--- config.mk ---
export PLATFORM = sky130hd
export DESIGN_NAME = vga_sync_generator
export DESIGN_NICKNAME = d
export VERILOG_FILES = /design/src/rtl/vga_timing_pkg.sv /design/src/rtl/sync_delay_line.sv /design/src/rtl/vga_sync_generator.sv
export SDC_FILE = /design/constraint.sdc
export NUM_CORES = 1
export LEC_CHECK = 0
export ABC_AREA = 1
export BUFFER_PORTS_ARGS = -buffer_cell sky130_fd_sc_hd__buf_2
export CORE_ASPECT_RATIO = 1.2
export CORE_UTILIZATION = 44
export CTS_BUF_LIST = sky130_fd_sc_hd__clkbuf_8
export DETAILED_ROUTE_END_ITERATION = 7
export GPL_TIMING_DRIVEN = 0
export PLACE_DENSITY = 0.76
export SYNTH_ARGS = -nofsm -noshare
export SYNTH_HDL_FRONTEND = slang
export SYNTH_HIERARCHICAL = 1
export SYNTH_SLANG_ARGS = --single-unit
--- constraint.sdc ---
create_clock -name CLOCK -period 4.3 [get_ports CLOCK]
set_clock_uncertainty 0.15 [all_clocks]
set_input_delay 0.215 -clock CLOCK [delete_from_list [all_inputs] [get_ports CLOCK]]
set_output_delay 0.215 -clock CLOCK [all_outputs]
set_load 0.005 [all_outputs]
--- src/rtl/vga_timing_pkg.sv ---
// Shared VGA 640x480@60 timing defaults and the sync bundle type used by the
// sync generator and the pixel-path blocks.
package vga_timing_pkg;

    localparam int unsigned VGA_H_ACTIVE = 640;
    localparam int unsigned VGA_H_FP     = 16;
    localparam int unsigned VGA_H_SYNC   = 96;
    localparam int unsigned VGA_H_BP     = 48;
    localparam int unsigned VGA_H_TOTAL  = VGA_H_ACTIVE + VGA_H_FP + VGA_H_SYNC + VGA_H_BP;

    localparam int unsigned VGA_V_ACTIVE = 480;
    localparam int unsigned VGA_V_FP     = 10;
    localparam int unsigned VGA_V_SYNC   = 2;
    localparam int unsigned VGA_V_BP     = 33;
    localparam int unsigned VGA_V_TOTAL  = VGA_V_ACTIVE + VGA_V_FP + VGA_V_SYNC + VGA_V_BP;

    localparam int unsigned VGA_CNTR_WIDTH_H = 11;
    localparam int unsigned VGA_CNTR_WIDTH_V = 10;

    typedef struct packed {
        logic hs;
        logic vs;
        logic blank_n;
    } sync_bundle_t;

endpackage

--- src/rtl/sync_delay_line.sv ---
// Fixed-depth register delay for sync/blank bits; DEPTH = 0 is a plain wire.
module sync_delay_line #(
    parameter int unsigned       WIDTH     = 3,
    parameter int unsigned       DEPTH     = 1,
    parameter logic [WIDTH-1:0]  RESET_VAL = '0
) (
    input  logic             CLOCK,
    input  logic             RESET_N,
    input  logic [WIDTH-1:0] din,
    output logic [WIDTH-1:0] dout
);
    if (DEPTH == 0) begin : g_bypass
        assign dout = din;
    end else begin : g_pipe
        logic [WIDTH-1:0] stage [DEPTH];

        always_ff @(posedge CLOCK or negedge RESET_N) begin
            if (!RESET_N) begin
                for (int unsigned i = 0; i < DEPTH; i++) stage[i] <= RESET_VAL;
            end else begin
                stage[0] <= din;
                for (int unsigned i = 1; i < DEPTH; i++) stage[i] <= stage[i-1];
            end
        end

        assign dout = stage[DEPTH-1];
    end
endmodule

--- src/rtl/vga_sync_generator.sv ---
// VGA raster counters with sync/blank generation, aligned to a downstream
// pixel path of PIPE_DELAY cycles.
module vga_sync_generator
    import vga_timing_pkg::*;
#(
    parameter int unsigned H_ACTIVE     = VGA_H_ACTIVE,
    parameter int unsigned H_FP         = VGA_H_FP,
    parameter int unsigned H_SYNC       = VGA_H_SYNC,
    parameter int unsigned H_BP         = VGA_H_BP,
    parameter int unsigned V_ACTIVE     = VGA_V_ACTIVE,
    parameter int unsigned V_FP         = VGA_V_FP,
    parameter int unsigned V_SYNC       = VGA_V_SYNC,
    parameter int unsigned V_BP         = VGA_V_BP,
    parameter int unsigned CNTR_WIDTH_H = VGA_CNTR_WIDTH_H,
    parameter int unsigned CNTR_WIDTH_V = VGA_CNTR_WIDTH_V,
    parameter int unsigned PIPE_DELAY   = 1,
    parameter bit          SYNC_POL     = 1'b0
) (
    input  logic                    CLOCK,
    input  logic                    RESET_N,
    output logic [CNTR_WIDTH_H-1:0] CounterX,
    output logic [CNTR_WIDTH_V-1:0] CounterY,
    output logic                    inDisplayArea,
    output logic                    FrameStart,
    output logic                    VGA_HS,
    output logic                    VGA_VS,
    output logic                    VGA_BLANK_N,
    output logic                    VGA_SYNC_N
);
    localparam int unsigned H_TOTAL = H_ACTIVE + H_FP + H_SYNC + H_BP;
    localparam int unsigned V_TOTAL = V_ACTIVE + V_FP + V_SYNC + V_BP;
    localparam longint unsigned H_RANGE = 64'd1 << CNTR_WIDTH_H;
    localparam longint unsigned V_RANGE = 64'd1 << CNTR_WIDTH_V;

    if (longint'(H_TOTAL) > H_RANGE) begin : g_bad_h
        $error("vga_sync_generator: H_TOTAL exceeds CounterX range");
    end
    if (longint'(V_TOTAL) > V_RANGE) begin : g_bad_v
        $error("vga_sync_generator: V_TOTAL exceeds CounterY range");
    end
    if (PIPE_DELAY > 4) begin : g_bad_pipe
        $error("vga_sync_generator: PIPE_DELAY must be 0..4");
    end

    localparam logic [CNTR_WIDTH_H-1:0] H_LAST       = CNTR_WIDTH_H'(H_TOTAL - 1);
    localparam logic [CNTR_WIDTH_H-1:0] H_ACT        = CNTR_WIDTH_H'(H_ACTIVE);
    localparam logic [CNTR_WIDTH_H-1:0] H_SYNC_START = CNTR_WIDTH_H'(H_ACTIVE + H_FP);
    localparam logic [CNTR_WIDTH_H-1:0] H_SYNC_END   = CNTR_WIDTH_H'(H_ACTIVE + H_FP + H_SYNC);
    localparam logic [CNTR_WIDTH_V-1:0] V_LAST       = CNTR_WIDTH_V'(V_TOTAL - 1);
    localparam logic [CNTR_WIDTH_V-1:0] V_ACT        = CNTR_WIDTH_V'(V_ACTIVE);
    localparam logic [CNTR_WIDTH_V-1:0] V_SYNC_START = CNTR_WIDTH_V'(V_ACTIVE + V_FP);
    localparam logic [CNTR_WIDTH_V-1:0] V_SYNC_END   = CNTR_WIDTH_V'(V_ACTIVE + V_FP + V_SYNC);

    localparam sync_bundle_t IDLE_BUNDLE = '{hs: ~SYNC_POL, vs: ~SYNC_POL, blank_n: 1'b0};

    logic [CNTR_WIDTH_H-1:0] next_x;
    logic [CNTR_WIDTH_V-1:0] next_y;
    logic                    x_wrap;
    logic                    frame_wrap;
    logic                    hs_next;
    logic                    vs_next;
    logic                    disp_next;
    logic                    hs_u;
    logic                    vs_u;
    sync_bundle_t            bundle_u;
    sync_bundle_t            bundle_d;

    always_comb begin
        x_wrap     = (CounterX == H_LAST);
        frame_wrap = x_wrap && (CounterY == V_LAST);
        next_x     = x_wrap ? '0 : CounterX + CNTR_WIDTH_H'(1);
        next_y     = CounterY;
        if (x_wrap) next_y = (CounterY == V_LAST) ? '0 : CounterY + CNTR_WIDTH_V'(1);
        hs_next   = (next_x >= H_SYNC_START && next_x < H_SYNC_END) ? SYNC_POL : ~SYNC_POL;
        vs_next   = (next_y >= V_SYNC_START && next_y < V_SYNC_END) ? SYNC_POL : ~SYNC_POL;
        disp_next = (next_x < H_ACT) && (next_y < V_ACT);
    end

    // Undelayed sync/blank are decoded from the next counter values so they
    // track the counters exactly, yet still hold inactive levels during reset.
    always_ff @(posedge CLOCK or negedge RESET_N) begin
        if (!RESET_N) begin
            CounterX      <= '0;
            CounterY      <= '0;
            FrameStart    <= 1'b0;
            inDisplayArea <= 1'b0;
            hs_u          <= ~SYNC_POL;
            vs_u          <= ~SYNC_POL;
        end else begin
            CounterX      <= next_x;
            CounterY      <= next_y;
            FrameStart    <= frame_wrap;
            inDisplayArea <= disp_next;
            hs_u          <= hs_next;
            vs_u          <= vs_next;
        end
    end

    assign bundle_u = '{hs: hs_u, vs: vs_u, blank_n: inDisplayArea};

    sync_delay_line #(
        .WIDTH     (3),
        .DEPTH     (PIPE_DELAY),
        .RESET_VAL (IDLE_BUNDLE)
    ) u_sync_delay (
        .CLOCK   (CLOCK),
        .RESET_N (RESET_N),
        .din     (bundle_u),
        .dout    (bundle_d)
    );

    assign VGA_HS      = bundle_d.hs;
    assign VGA_VS      = bundle_d.vs;
    assign VGA_BLANK_N = bundle_d.blank_n;
    assign VGA_SYNC_N  = 1'b0;
endmodule

==> results of run 1 <==
## cells by family (layout without fill, tap and decap cells)
group	after synthesis	after routing	synth area share
AND/OR/NAND/NOR	134	134	0.395
buffers and inverters	43	75	0.100
flip-flops	28	28	0.429
AO/OA/AOI/OAI	11	11	0.0373
adder cells (fa/ha/maj)	4	4	0.0304
other	1	1	0.00228
XOR/XNOR	1	1	0.00533
## what timing repair did
action,in CTS,in global routing
hold buffers,1,0
buffers inserted,0,0
hold endpoints to repair,24,0
## cell type report
class,instances,area [sq um],share of cell area
multi-input combinational,151,773,0.406
sequential,28,706,0.370
inverter,42,158,0.0827
timing repair buffer,28,145,0.0761
tap,37,46.3,0.0243
clock buffer,3,41.3,0.0217
clock inverter,1,30.0,0.0157
buffer,1,7.51,0.00394
## power by group through the flow
| stage | sequential (mW) | clock [mW] | combinational, mW |
|---|---|---|---|
| after floorplan | 0.268 | 0 | 0.000849 |
| after global placement | 0.268 | 0 | 0.00637 |
| after detailed placement | 0.268 | 0 | 0.00653 |
| after CTS | 0.263 | 0.213 | 0.00723 |
| after global routing | 0.263 | 0.218 | 0.00804 |
| final | 0.263 | 0.202 | 0.00678 |
## cell usage after synthesis
cell	number	area [sq um]
nand2_1	62	233
inv_1	38	143
dfrtp_1	24	601
nor2_1	22	82.6
nand3_1	16	80.1
nand4_1	9	56.3
nor2_2	8	50.1
nand2_2	7	43.8
o21ai_0	6	30.0
nor2_4	5	56.3
dfstp_2	4	105
ha_1	4	50.1
inv_2	3	11.3
nand4_2	2	25.0
o21ai_1	2	10.0
a21oi_1	1	5.00
buf_4	1	7.51
clkinv_1	1	3.75
conb_1	1	3.75
nand3_2	1	10.0
nand3b_1	1	7.51
nor3_1	1	5.00
o21ai_2	1	8.76
o21bai_1	1	7.51
xor2_1	1	8.76
## per-stage QoR
| step | instances | instance area (sq um) |
|---|---|---|
| detailed placement | 286 | 1830 |
| finish | 291 | 1910 |
| global placement | 286 | 1830 |
| CTS | 291 | 1910 |
| floorplan | 222 | 1640 |
| global route | 291 | 1910 |
## state kept, by name, summed over array words and instances (netlist names)
| signal | count |
|---|---|
| CounterX | 11 |
| CounterY | 10 |
| FrameStart | 1 |
| hs_u | 1 |
| inDisplayArea | 1 |
| u_sync_delay/dout | 3 |
| vs_u | 1 |
## how the worst max path moves through the flow
stage | startpoint | endpoint | slack [ps] | cells after the start
6_report | CounterX[0] | inDisplayArea | 2470 | 12
5_1_grt | CounterX[0] | hs_u | 2270 | 12
4_1_cts | CounterX[0] | inDisplayArea | 2450 | 12
3_5_place_dp | CounterX[0] | inDisplayArea | 2480 | 12
3_3_place_gp | CounterX[0] | inDisplayArea | 2490 | 12
2_1_floorplan | CounterX[0] | hs_u | 2630 | 11
## metal layers
metal | GRT usage | wire, um
met5 | 0 | 0
met4 | 0.0625 | 28
met3 | 0.0168 | 93
met2 | 0.323 | 1610
met1 | 0.214 | 1470
==> metrics.txt, run 1 <==
critical path cell sequence ha_1, nand2_1, inv_1, nand2_2, inv_2, nand2_2, nand2_1, nand2_1, nor2_2, o21ai_1, nand2_1, nor2_1; Worst Setup Path Type reg2reg; port bufs 27; Sinks on Clock Net 28; Synth cell types 25; post-place setup slack 2480 ps; CTS tree built; Crit path required time 4360 ps; arrival time worst endpoint 1890 ps; hpwl dp 2520 um; post-route setup slack 2470 ps; 1st-pass router iterations 6; later-pin clock latency in the skew report 270 ps; layout filler cell count 348; Hold Path End u_sync_delay/dout[2]; CTS buffer count 3; Hold Vio Cnt, Final 0; Via density 4.92; syn_nets 228; WHS Path Cells 0; post-synthesis sequential area ratio 0.429; Startpoint Class register; Clock power frac 0.427; post-route minimum period 1830 ps; Remaining DRCs 3; Critical-path top delay cell dfrtp_1; via count 1431; nets@finish 261; Rel. slew slack 0.585; vias in the first global route 1288; worst slew pin tran 623 ps; final setup TNS 0 ps; Seq pwr share 0.558; cell count after synthesis 222; reg2reg path depth 12; final core occ 0.552; Total GRT Usage 0.176; Top-Level Pins 29; number of DRC markers in iteration 0 51; Psw 82.3 uW; Min-Delay Path Class reg2reg; Switching Share 0.174; Max H-tree Level 1; achievable frequency 0.547 GHz; clock tree buffer depth 2; crit-path max FO 6; post-CTS sizing 0; largest net degree at the start of global routing 29; Die H 69.0 um; post-synthesis average cell area 7.41 sq um; die area 3990 sq um; Starting Density 0.476; first-pass GRT wire length 5310 um; GPL Wtd Cong 0.855; row count 23; Slew Viols, Final 0; CP endpoint kind register; synthesis-to-layout area growth 16.0%; Internal 389 uW; Clock Root Buffer clkbuf_8; max incr delay on CP 430 ps; Pleak 1.06 nW; synth warn 6; most used cell, CP nand2_1; clock slew at reported path FFs 90 ps; crit path buf inv count 2; reg2reg end inDisplayArea; failing checks DRC; unrepaired setup endpoints after global routing false; status finished, violations left; routed wire length 3200 um; final hold slack 210 ps; maximum vdd ir drop 0.135 mV; share of layout cells above drive strength 1 0.248; mapped cell area 1640 sq um; reg-to-reg setup timing slack 2470 ps; core region area 3450 sq um; DRT antenna net count 0; commonest non-fill, non-tap cells in the layout nand2_1 (62), inv_1 (38), buf_2 (27); Final setup viols 0; worst r2r src CounterX[0]; Final Cycle Share 0.425; total grt overflow 0; Die Wd 57.8 um; # diodes 0; Combinational Power Share 0.014; max cap viols 0; commonest non-fill, non-tap cell in the layout nand2_1; initial antenna violation count 0; Cell Pwr Density 247 nW/um^2; Hold Startpoint hs_u; routed len/inst 11.0 um; Final Total Pwr 472 uW; delay-heaviest family, CP simple AND/OR/NAND/NOR gates; flops & latches, synth 28
Power figures use the tool's default switching activity.
==> inputs of run 2 (changes only) <==
==> constraint.sdc (replaced) <==
create_clock -name CLOCK -period 1.8 [get_ports CLOCK]
set_clock_uncertainty 0.15 [all_clocks]
set_input_delay 0.09 -clock CLOCK [delete_from_list [all_inputs] [get_ports CLOCK]]
set_output_delay 0.09 -clock CLOCK [all_outputs]
set_load 0.005 [all_outputs]
==> metrics.txt, run 2 (same netlist as run 1, synthesis figures left out) <==
Sinks on Clock Net 28; worst slew pin tran 612 ps; final design instance area without fill 2020 sq um; Top reg by flops CounterX; Total GRT Usage 0.177; Clock Root Buffer clkbuf_8; CP endpoint kind register; max incr delay on CP 390 ps; CTS tree built; unrepaired setup endpoints after global routing true; routed wire length 3360 um; die area 3990 sq um; via count 1472; crit path buf inv count 2; Remaining DRCs 3; Hold Vio Cnt, Final 0; Crit path depth 11; Starting Density 0.476; hpwl dp 2520 um; port bufs 27; initial antenna violation count 0; later-pin clock latency in the skew report 270 ps; 1st-pass router iterations 6; Cell Pwr Density 556 nW/um^2; Final Cycle Share 0.968; final hold slack 203 ps; # diodes 0; Min-Delay Path Class in2async; Slew Viols, Final 0; clock tree buffer depth 2; critical path cell sequence ha_2, nand2_4, inv_2, nand2_4, inv_2, nand2_2, nor2_2, nor2_4, o21ai_1, nand2_1, nor2_1; Die Wd 57.8 um; Setup crit end inDisplayArea; count of non-filler cells in the finished layout 298; post-route minimum period 1740 ps; post-route setup slack 57.5 ps; first-pass GRT wire length 5370 um; commonest non-fill, non-tap cell in the layout nand2_1; Final setup viols 0; reg2reg path depth 11; Pleak 1.11 nW; reg2reg end inDisplayArea; commonest non-fill, non-tap cells in the layout nand2_1 (60), inv_1 (36), buf_2 (27); Crit path required time 1860 ps; delay-heaviest family, CP simple AND/OR/NAND/NOR gates; max reg flops 11; crit-path max FO 6; Max H-tree Level 1; number of DRC markers in iteration 0 56; Rel. slew slack 0.592; GPL Wtd Cong 0.855; clock slew at reported path FFs 90 ps; status finished, violations left; max cap viols 0; Worst Setup Path Type reg2reg; routed len/inst 11.3 um; arrival time worst endpoint 1800 ps; CTS buffer count 3; Startpoint Class register; vias in the first global route 1305; Worst Setup SP CounterX[1]; achievable frequency 0.574 GHz; Via density 4.94; share of layout cells above drive strength 1 0.310; failing checks DRC; reg-to-reg setup timing slack 60 ps; worst r2r src CounterX[1]; core region area 3450 sq um; synthesis-to-layout area growth 23.1%; Post-DP Area 1830 sq um; total grt overflow 0; row count 23; Top-Level Pins 29; largest net degree at the start of global routing 29; Die H 69.0 um; DRT antenna net count 0; Placed Instances 286; nets@finish 268; Final Total Pwr 1.13 mW; post-place setup slack -24.7 ps; Critical-path top delay cell dfrtp_1; maximum vdd ir drop 0.325 mV
run 2: cell count changes in the layout (fill, tap and decap cells not counted), moves of 3 or more:
cell / previous run / this run
nor2_4: 5 / 8
ha_2: 0 / 3
ha_1: 4 / 1
buf_4: 1 / 8
run 2: worst register-to-register path: stages, from the launching register on:
cell and delay [ps]:
dfrtp_1 390, ha_2 230, nand2_4 80, inv_2 90, nand2_4 70, inv_2 110, nand2_2 80, nor2_2 130
nor2_4 60, o21ai_1 150, nand2_1 70, nor2_1 80
run 2: area by class of cell:
cell class | count | area (sq um)
Timing Repair Buffer | 35 | 198
Sequential cell | 28 | 708
Inverter | 42 | 158
Buffer | 1 | 7.51
Multi-Input combinational cell | 151 | 836
Clock buffer | 3 | 41.3
Fill cell | 331 | 1430
Clock inverter | 1 | 30.0
Tap cell | 37 | 46.3
run 2: worst min path at each step:
stage,to,from,depth (start not counted),slack [ps]
final,CounterY[4],RESET_N,2,200
after global routing,u_sync_delay/dout[2],hs_u,0,210
after global placement,CounterY[4],RESET_N,1,-20
after CTS,u_sync_delay/dout[2],hs_u,0,210
after floorplan,CounterX[0],RESET_N,0,-360
after detailed placement,CounterY[4],RESET_N,1,-8
run 2: layer usage:
layer	wire (um)	share of wire	track usage	up-vias
li1	-	-	-	763
met4	44	0.013	0.0625	0
met3	111	0.033	0.0168	5
met1	1490	0.44	0.216	675
met2	1710	0.51	0.328	29
met5	0	0	0	-
run 2: per-stage QoR:
step,utilization,TNS (ps)
after CTS,0.557,0
final,0.586,0
after detailed placement,0.529,-52.8
after floorplan,-,0
after global placement,0.529,-18.0
after global routing,0.586,-242
run 2: report_power, final:
group,internal (mW),switching [mW]
combinational,0.00353,0.0124
clock,0.298,0.184
sequential,0.629,0
run 2: what timing repair did:
action,CTS,global route
hold buffers,1,0
resized for setup,3,15
hold endpoints to repair,24,0
endpoints found under the setup margin,3,3
pin swaps,0,5
buffers inserted,1,6
